`src/rtl/flash_read_arbiter_if.sv`:
```
// Bus bundle for flash_read_arbiter: two burst requester ports plus the
// shared flashmem valid/ready/addr/rdata port.
//   reqN_start/addr/len : burst request (addr/len sampled with start)
//   reqN_busy           : request pending or in progress
//   reqN_data/valid     : read byte stream to requester N
//   reqN_done           : one-cycle pulse after the last byte of a burst
//   fm_valid/fm_addr    : flash read request and current byte address
//   fm_ready/fm_rdata   : flash byte strobe and read data
// Modport slave is the arbiter side; master is the requester/flash side.
interface flash_read_arbiter_if #(
  parameter int unsigned ADDR_W = 24,
  parameter int unsigned LEN_W  = 17
);
  logic              req0_start;
  logic [ADDR_W-1:0] req0_addr;
  logic [LEN_W-1:0]  req0_len;
  logic              req0_busy;
  logic [7:0]        req0_data;
  logic              req0_valid;
  logic              req0_done;

  logic              req1_start;
  logic [ADDR_W-1:0] req1_addr;
  logic [LEN_W-1:0]  req1_len;
  logic              req1_busy;
  logic [7:0]        req1_data;
  logic              req1_valid;
  logic              req1_done;

  logic              fm_valid;
  logic [ADDR_W-1:0] fm_addr;
  logic              fm_ready;
  logic [7:0]        fm_rdata;

  modport slave (
    input  req0_start, req0_addr, req0_len,
    output req0_busy, req0_data, req0_valid, req0_done,
    input  req1_start, req1_addr, req1_len,
    output req1_busy, req1_data, req1_valid, req1_done,
    output fm_valid, fm_addr,
    input  fm_ready, fm_rdata
  );

  modport master (
    output req0_start, req0_addr, req0_len,
    input  req0_busy, req0_data, req0_valid, req0_done,
    output req1_start, req1_addr, req1_len,
    input  req1_busy, req1_data, req1_valid, req1_done,
    input  fm_valid, fm_addr,
    output fm_ready, fm_rdata
  );
endinterface

```
`src/rtl/flash_read_arbiter.sv`:
```
// Shares one byte-serial SPI flash reader between two burst requesters.
// Requester 0 has fixed priority at burst boundaries; bursts are never
// pre-empted or interleaved. Each burst is followed by a one-cycle GAP with
// fm_valid low so the flash controller closes its SPI transaction.
// Ports:
//   clock : system clock
//   reset : synchronous, active-high reset (aborts any burst, no done pulse)
//   bus   : flash_read_arbiter_if.slave (requester ports + flashmem port)
module flash_read_arbiter #(
  parameter int unsigned ADDR_W = 24,
  parameter int unsigned LEN_W  = 17
) (
  input  logic                  clock,
  input  logic                  reset,
  flash_read_arbiter_if.slave   bus
);

  typedef enum logic [1:0] {
    IDLE  = 2'd0,
    BURST = 2'd1,
    GAP   = 2'd2
  } state_e;

  state_e            state_q, state_d;
  logic              grant_q, grant_d;
  logic [1:0]        pend_q, pend_d;
  logic [1:0]        busy_q, busy_d;
  logic [1:0]        done_q, done_d;
  logic [ADDR_W-1:0] slot_addr_q [2];
  logic [ADDR_W-1:0] slot_addr_d [2];
  logic [LEN_W-1:0]  slot_len_q  [2];
  logic [LEN_W-1:0]  slot_len_d  [2];
  logic [ADDR_W-1:0] addr_q, addr_d;
  logic [LEN_W-1:0]  rem_q, rem_d;
  logic              fm_valid_q, fm_valid_d;

  logic [1:0]        start_c;
  logic [ADDR_W-1:0] in_addr_c [2];
  logic [LEN_W-1:0]  in_len_c  [2];
  logic              pick_c;
  logic              xfer_c;

  // Gather requester inputs into indexable form.
  assign start_c      = {bus.req1_start, bus.req0_start};
  assign in_addr_c[0] = bus.req0_addr;
  assign in_addr_c[1] = bus.req1_addr;
  assign in_len_c[0]  = bus.req0_len;
  assign in_len_c[1]  = bus.req1_len;

  // Next-state: request capture, arbitration and burst sequencing.
  always_comb begin
    state_d     = state_q;
    grant_d     = grant_q;
    pend_d      = pend_q;
    done_d      = 2'b00;
    slot_addr_d = slot_addr_q;
    slot_len_d  = slot_len_q;
    addr_d      = addr_q;
    rem_d       = rem_q;
    fm_valid_d  = fm_valid_q;
    pick_c      = 1'b0;

    // A start is only accepted by an idle requester with a non-empty burst;
    // this also drops a start coinciding with its own done pulse.
    for (int n = 0; n < 2; n++) begin
      if (start_c[n] && (in_len_c[n] != '0) && !busy_q[n]) begin
        pend_d[n]      = 1'b1;
        slot_addr_d[n] = in_addr_c[n];
        slot_len_d[n]  = in_len_c[n];
      end
    end

    case (state_q)
      IDLE: begin
        if (pend_q != 2'b00) begin
          pick_c         = !pend_q[0];
          grant_d        = pick_c;
          pend_d[pick_c] = 1'b0;
          addr_d         = slot_addr_q[pick_c];
          rem_d          = slot_len_q[pick_c];
          fm_valid_d     = 1'b1;
          state_d        = BURST;
        end
      end
      BURST: begin
        if (bus.fm_ready) begin
          rem_d = rem_q - LEN_W'(1);
          if (rem_q == LEN_W'(1)) begin
            // Last byte: fm_addr holds on the final address.
            fm_valid_d      = 1'b0;
            done_d[grant_q] = 1'b1;
            state_d         = GAP;
          end else begin
            addr_d = addr_q + ADDR_W'(1);
          end
        end
      end
      GAP: begin
        state_d = IDLE;
      end
      default: begin
        state_d = IDLE;
      end
    endcase

    busy_d = pend_d;
    if (state_d != IDLE) begin
      busy_d[grant_d] = 1'b1;
    end
  end

  // State and datapath registers.
  always_ff @(posedge clock) begin
    if (reset) begin
      state_q        <= IDLE;
      grant_q        <= 1'b0;
      pend_q         <= 2'b00;
      busy_q         <= 2'b00;
      done_q         <= 2'b00;
      slot_addr_q[0] <= '0;
      slot_addr_q[1] <= '0;
      slot_len_q[0]  <= '0;
      slot_len_q[1]  <= '0;
      addr_q         <= '0;
      rem_q          <= '0;
      fm_valid_q     <= 1'b0;
    end else begin
      state_q        <= state_d;
      grant_q        <= grant_d;
      pend_q         <= pend_d;
      busy_q         <= busy_d;
      done_q         <= done_d;
      slot_addr_q[0] <= slot_addr_d[0];
      slot_addr_q[1] <= slot_addr_d[1];
      slot_len_q[0]  <= slot_len_d[0];
      slot_len_q[1]  <= slot_len_d[1];
      addr_q         <= addr_d;
      rem_q          <= rem_d;
      fm_valid_q     <= fm_valid_d;
    end
  end

  // Byte strobe passes straight through to the granted requester only.
  assign xfer_c         = (state_q == BURST) && bus.fm_ready;
  assign bus.req0_valid = xfer_c && !grant_q;
  assign bus.req1_valid = xfer_c && grant_q;
  assign bus.req0_data  = bus.req0_valid ? bus.fm_rdata : 8'h00;
  assign bus.req1_data  = bus.req1_valid ? bus.fm_rdata : 8'h00;

  assign bus.req0_busy  = busy_q[0];
  assign bus.req1_busy  = busy_q[1];
  assign bus.req0_done  = done_q[0];
  assign bus.req1_done  = done_q[1];
  assign bus.fm_valid   = fm_valid_q;
  assign bus.fm_addr    = addr_q;

endmodule

```
`src/flat_wrapper.sv`:
```
// flat-port wrapper written by rule: the top's interface ports become plain ports
module flash_read_arbiter_flat 
#(
  parameter int unsigned ADDR_W = 24,
  parameter int unsigned LEN_W  = 17
)
  (clock, reset, bus_req0_start, bus_req0_addr, bus_req0_len, bus_req0_busy, bus_req0_data, bus_req0_valid, bus_req0_done, bus_req1_start, bus_req1_addr, bus_req1_len, bus_req1_busy, bus_req1_data, bus_req1_valid, bus_req1_done, bus_fm_valid, bus_fm_addr, bus_fm_ready, bus_fm_rdata);
  flash_read_arbiter_if #(.ADDR_W(ADDR_W), .LEN_W(LEN_W)) bus_i ();
  input  logic clock;
  input  logic reset;
  input wire logic [$bits(bus_i.req0_start)-1:0] bus_req0_start;
  input wire logic [$bits(bus_i.req0_addr)-1:0] bus_req0_addr;
  input wire logic [$bits(bus_i.req0_len)-1:0] bus_req0_len;
  output wire logic [$bits(bus_i.req0_busy)-1:0] bus_req0_busy;
  output wire logic [$bits(bus_i.req0_data)-1:0] bus_req0_data;
  output wire logic [$bits(bus_i.req0_valid)-1:0] bus_req0_valid;
  output wire logic [$bits(bus_i.req0_done)-1:0] bus_req0_done;
  input wire logic [$bits(bus_i.req1_start)-1:0] bus_req1_start;
  input wire logic [$bits(bus_i.req1_addr)-1:0] bus_req1_addr;
  input wire logic [$bits(bus_i.req1_len)-1:0] bus_req1_len;
  output wire logic [$bits(bus_i.req1_busy)-1:0] bus_req1_busy;
  output wire logic [$bits(bus_i.req1_data)-1:0] bus_req1_data;
  output wire logic [$bits(bus_i.req1_valid)-1:0] bus_req1_valid;
  output wire logic [$bits(bus_i.req1_done)-1:0] bus_req1_done;
  output wire logic [$bits(bus_i.fm_valid)-1:0] bus_fm_valid;
  output wire logic [$bits(bus_i.fm_addr)-1:0] bus_fm_addr;
  input wire logic [$bits(bus_i.fm_ready)-1:0] bus_fm_ready;
  input wire logic [$bits(bus_i.fm_rdata)-1:0] bus_fm_rdata;
  assign bus_i.req0_start = bus_req0_start;
  assign bus_i.req0_addr = bus_req0_addr;
  assign bus_i.req0_len = bus_req0_len;
  assign bus_req0_busy = bus_i.req0_busy;
  assign bus_req0_data = bus_i.req0_data;
  assign bus_req0_valid = bus_i.req0_valid;
  assign bus_req0_done = bus_i.req0_done;
  assign bus_i.req1_start = bus_req1_start;
  assign bus_i.req1_addr = bus_req1_addr;
  assign bus_i.req1_len = bus_req1_len;
  assign bus_req1_busy = bus_i.req1_busy;
  assign bus_req1_data = bus_i.req1_data;
  assign bus_req1_valid = bus_i.req1_valid;
  assign bus_req1_done = bus_i.req1_done;
  assign bus_fm_valid = bus_i.fm_valid;
  assign bus_fm_addr = bus_i.fm_addr;
  assign bus_i.fm_ready = bus_fm_ready;
  assign bus_i.fm_rdata = bus_fm_rdata;
  flash_read_arbiter #(.ADDR_W(ADDR_W), .LEN_W(LEN_W)) u_core (.clock(clock), .reset(reset), .bus(bus_i));
endmodule
```
`config.mk`:
```
export PLATFORM = sky130hd
export DESIGN_NAME = flash_read_arbiter_flat
export DESIGN_NICKNAME = d
export VERILOG_FILES = /design/src/rtl/flash_read_arbiter_if.sv /design/src/rtl/flash_read_arbiter.sv /design/src/flat_wrapper.sv
export SDC_FILE = /design/constraint.sdc
export NUM_CORES = 1
export LEC_CHECK = 0
export ABC_AREA = 1
export CAP_MARGIN = 30
export CELL_PAD_IN_SITES_DETAIL_PLACEMENT = 2
export CELL_PAD_IN_SITES_GLOBAL_PLACEMENT = 2
export CORE_ASPECT_RATIO = 0.9
export CORE_UTILIZATION = 25
export DETAILED_ROUTE_END_ITERATION = 6
export PLACE_DENSITY = 0.71
export REMOVE_ABC_BUFFERS = 1
export SYNTH_ARGS = -nofsm -noshare
export SYNTH_HDL_FRONTEND = slang
export SYNTH_SLANG_ARGS = --single-unit
```
`constraint.sdc`:
```
create_clock -name clock -period 1.7 [get_ports clock]
set_input_delay 0.34 -clock clock [delete_from_list [all_inputs] [get_ports clock]]
set_output_delay 0.34 -clock clock [all_outputs]
set_load 0.1 [all_outputs]
```
==> metrics.txt <==
Vias/cell=approximately 5; area of the multi-input gates=4060 um^2; total track usage=between 20 and 25%; clk buf depth=2; HP Class=input port to register; routed via count=8353; die footprint=28600 um^2; Synth top area share=between 30% and 40%; Die Y=160 um; status=finished, violations left; Core ar.=between 20000 and 30000 um^2; vias in the first global route=~9000; Final Cycle Share=115%; WP data arrival=1.61 ns; hold buffers post-CTS=0; reg2reg setup slack=0.02 ns; CP Capture Type=primary output; DR WL/cell=a little over 20 um; Die W=178 um; power density cells=1390 nW/um^2; Final Hold Viols=0; YS warnings=0; met2 Usage GRT=40.1%; RSZ-0062 raised after global routing=yes; largest net degree at the start of global routing=45; Reg area=2670 um^2; Crit Path Max Fanout=8; min Tclk post-route=1.95 ns; drt total wl=around 34000 um; routing usage on met1=30.4%; worst-margin pin slew=about 0.43 ns; fin util=around two fifths; Root Buffer=clkbuf_16; Area Overhead vs Synth=61.0%; H-tree levels=4; dpl ws=-0.531 ns; post-synthesis area per instance=~6.4 um^2; clock skew=0.00850 ns; Post-synth top flop=dfxtp_1; synthesized area=6970 um^2; distinct cell type count after synthesis=37; top cells by area, synth=dfxtp_1 38%, nand2_1 16%, a21oi_1 9.6%; number of I/O pins=142; VDD IR max=0.753 mV; type of origin of the critical path=register; Most Crowded Layer GR=met2; Yosys reg bits=133; Slew headroom=a little under three quarters; Final ANT Viol Nets=0; I/O Buffers=roughly 140; CP required=1.36 ns; DRC viols=0; crit path setup slack, layout=-0.248 ns; Post-DP HPWL=22800 um; Ant. Diodes=0; post-synth top area cell=dfxtp_1; initial antenna violation count=0; Max Slew Vio Count=0; Worst Setup SP=u_core.state_q[1]$_SDFF_PP0_; failing checks=negative setup slack; global-route wire length before repair=50600 um; clk sinks=133; critical path class=register to primary output; Num CTS Buffers=17; layout net count=between 1000 and 1500; number of fill cells=3133; synthesized netlist cell count=roughly 1100; Layout Cells excl Fill=1682; GRT overflow=0; Post-synth EDFFs=0; max cap viols=0; CTS tree=done; Worst R2R Start=u_core.rem_q[0]$_SDFFE_PP0P_; share of post-route cells with drive strength above 1=22.1%; Pleak=about 0.0045 uW; Worst Hold Slack=0.208 ns; cell count after placement=1634; drt first pass iters=5; Seq/Total Area, Yosys=38.2%; Iteration-0 DRC Markers=356; setup violators final=18; Skew-Pair Late Insertion Delay=0.43 ns; clock slew at the register clock pins of the worst setup and hold paths=0.07 ns; fmax=approximately 500 MHz; GRT met3 Usage=2.51%; hold path start=reset; Row Count=57; ys async rst share=0%; Starting Density=25.7%; GPL Wtd Cong=0.792
-- layout by cell type, fill, tap and decap left out, types with 4 or more instances in the layout --
cell / count
a21oi_2: 11
o21bai_1: 7
buf_4: 106
buf_6: 7
nand3_1: 118
a21oi_1: 133
nor2_2: 9
dfxtp_1: 124
inv_1: 62
nor3_1: 4
clkdlybuf4s50_1: 93
buf_12: 60
dfxtp_2: 9
clkbuf_16: 20
bufinv_16: 4
nand2_1: 299
o21ai_0: 56
nor2_4: 28
nor2_1: 117
nand4_1: 7
nand2_4: 4
-- sequential cells by signal (all words and copies together), names as in the netlist --
name	cells
u_core.slot_addr_q	48
u_core.slot_len_q	34
u_core.bus.fm_addr	24
u_core.rem_q	17
u_core.busy_q	2
u_core.done_q	2
u_core.pend_q	2
u_core.state_q	2
u_core.bus.fm_valid	1
u_core.grant_q	1
-- per-layer routing --
metal | vias up | part of all wire [%]
met2 | 141 | 49
met1 | 4174 | 47
met3 | 30 | 2.4
li1 | 4008 | -
met5 | - | 0
met4 | 0 | 1.4
-- critical path, stage by stage, from the launching register on --
cell and delay (ns):
dfxtp_2 0.33, inv_2 0.07, nand2_4 0.06, inv_4 0.06, nand2_4 0.07, nor2_4 0.17
inv_6 0.10, nor2_4 0.12, buf_12 0.18
-- stage by stage --
step / TNS, ns / instance area (um^2) / total power (uW)
after global placement: -38.08 / 10000 / 10700
after global routing: -5.08 / 11200 / 16300
final: -3.90 / 11200 / 15600
after floorplan: -227.20 / 6670 / 7730
after CTS: -3.69 / 10900 / 15200
after detailed placement: -46.66 / 10000 / 10900
-- final cells by class --
class / count / share of cell area (%)
repair buffers: 271 / 27.9
clock buffers: 19 / 4.03
flip-flops and latches: 133 / 23.8
well taps: 354 / 3.95
clock inverters: 12 / 1.59
multi-input cells: 824 / 36.2
inverters: 69 / 2.49
-- repair_timing --
action	in CTS	in global routing
gates cloned	1	4
buffers inserted	4	10
pin swaps	6	11
gates resized for setup	62	41
endpoints found under the setup margin	50	119
-- logic make-up after synthesis --
| kind of cell | Yosys count | share of synthesized area [%] |
|---|---|---|
| adders and majority gates | 3 | 0.539 |
| AOI/OAI and AO/OA | 217 | 16.6 |
| DFF | 133 | 38.2 |
| and+or+nand+nor | 600 | 36.2 |
| xor gates and xnor gates | 3 | 0.377 |
| buffers and inverters | 131 | 8.10 |
-- report_power, final --
part	total (uW)	switching [uW]	internal, uW	leakage [uW]
Combinational	7400	4600	2790	0.00311
Clock	4070	1540	2530	0.000301
Sequential	4100	486	3620	0.00110
Total	15600	6630	8940	0.00450
-- synthesized netlist by cell type (2+ instances only) --
cell and number:
clkbuf_1 31, o21ai_0 57, nor2_1 146, nand2_1 301, nor2_2 5, ha_1 3
buf_1 8, o21bai_1 7, xor2_1 2, inv_1 65, buf_4 5, a21oi_2 10
nand2_2 4, buf_6 3, dfxtp_1 133, nor2_4 3, inv_2 2, buf_2 14
nor3_1 7, a21oi_1 134, nand3_1 121, nand4_1 7, o22ai_1 3, a31oi_1 3
-- worst paths after layout --
check                                                           end  cells past startpoint
worst max-delay path                               bus_req0_data[6]                      8
worst max register to register         u_core.rem_q[8]$_SDFFE_PP0P_                      8
worst min-delay path            u_core.slot_addr_q[23]$_SDFFE_PP0P_                      2
worst min register to register  u_core.slot_addr_q[38]$_SDFFE_PP0P_                      2
Power figures use the tool's default switching activity.
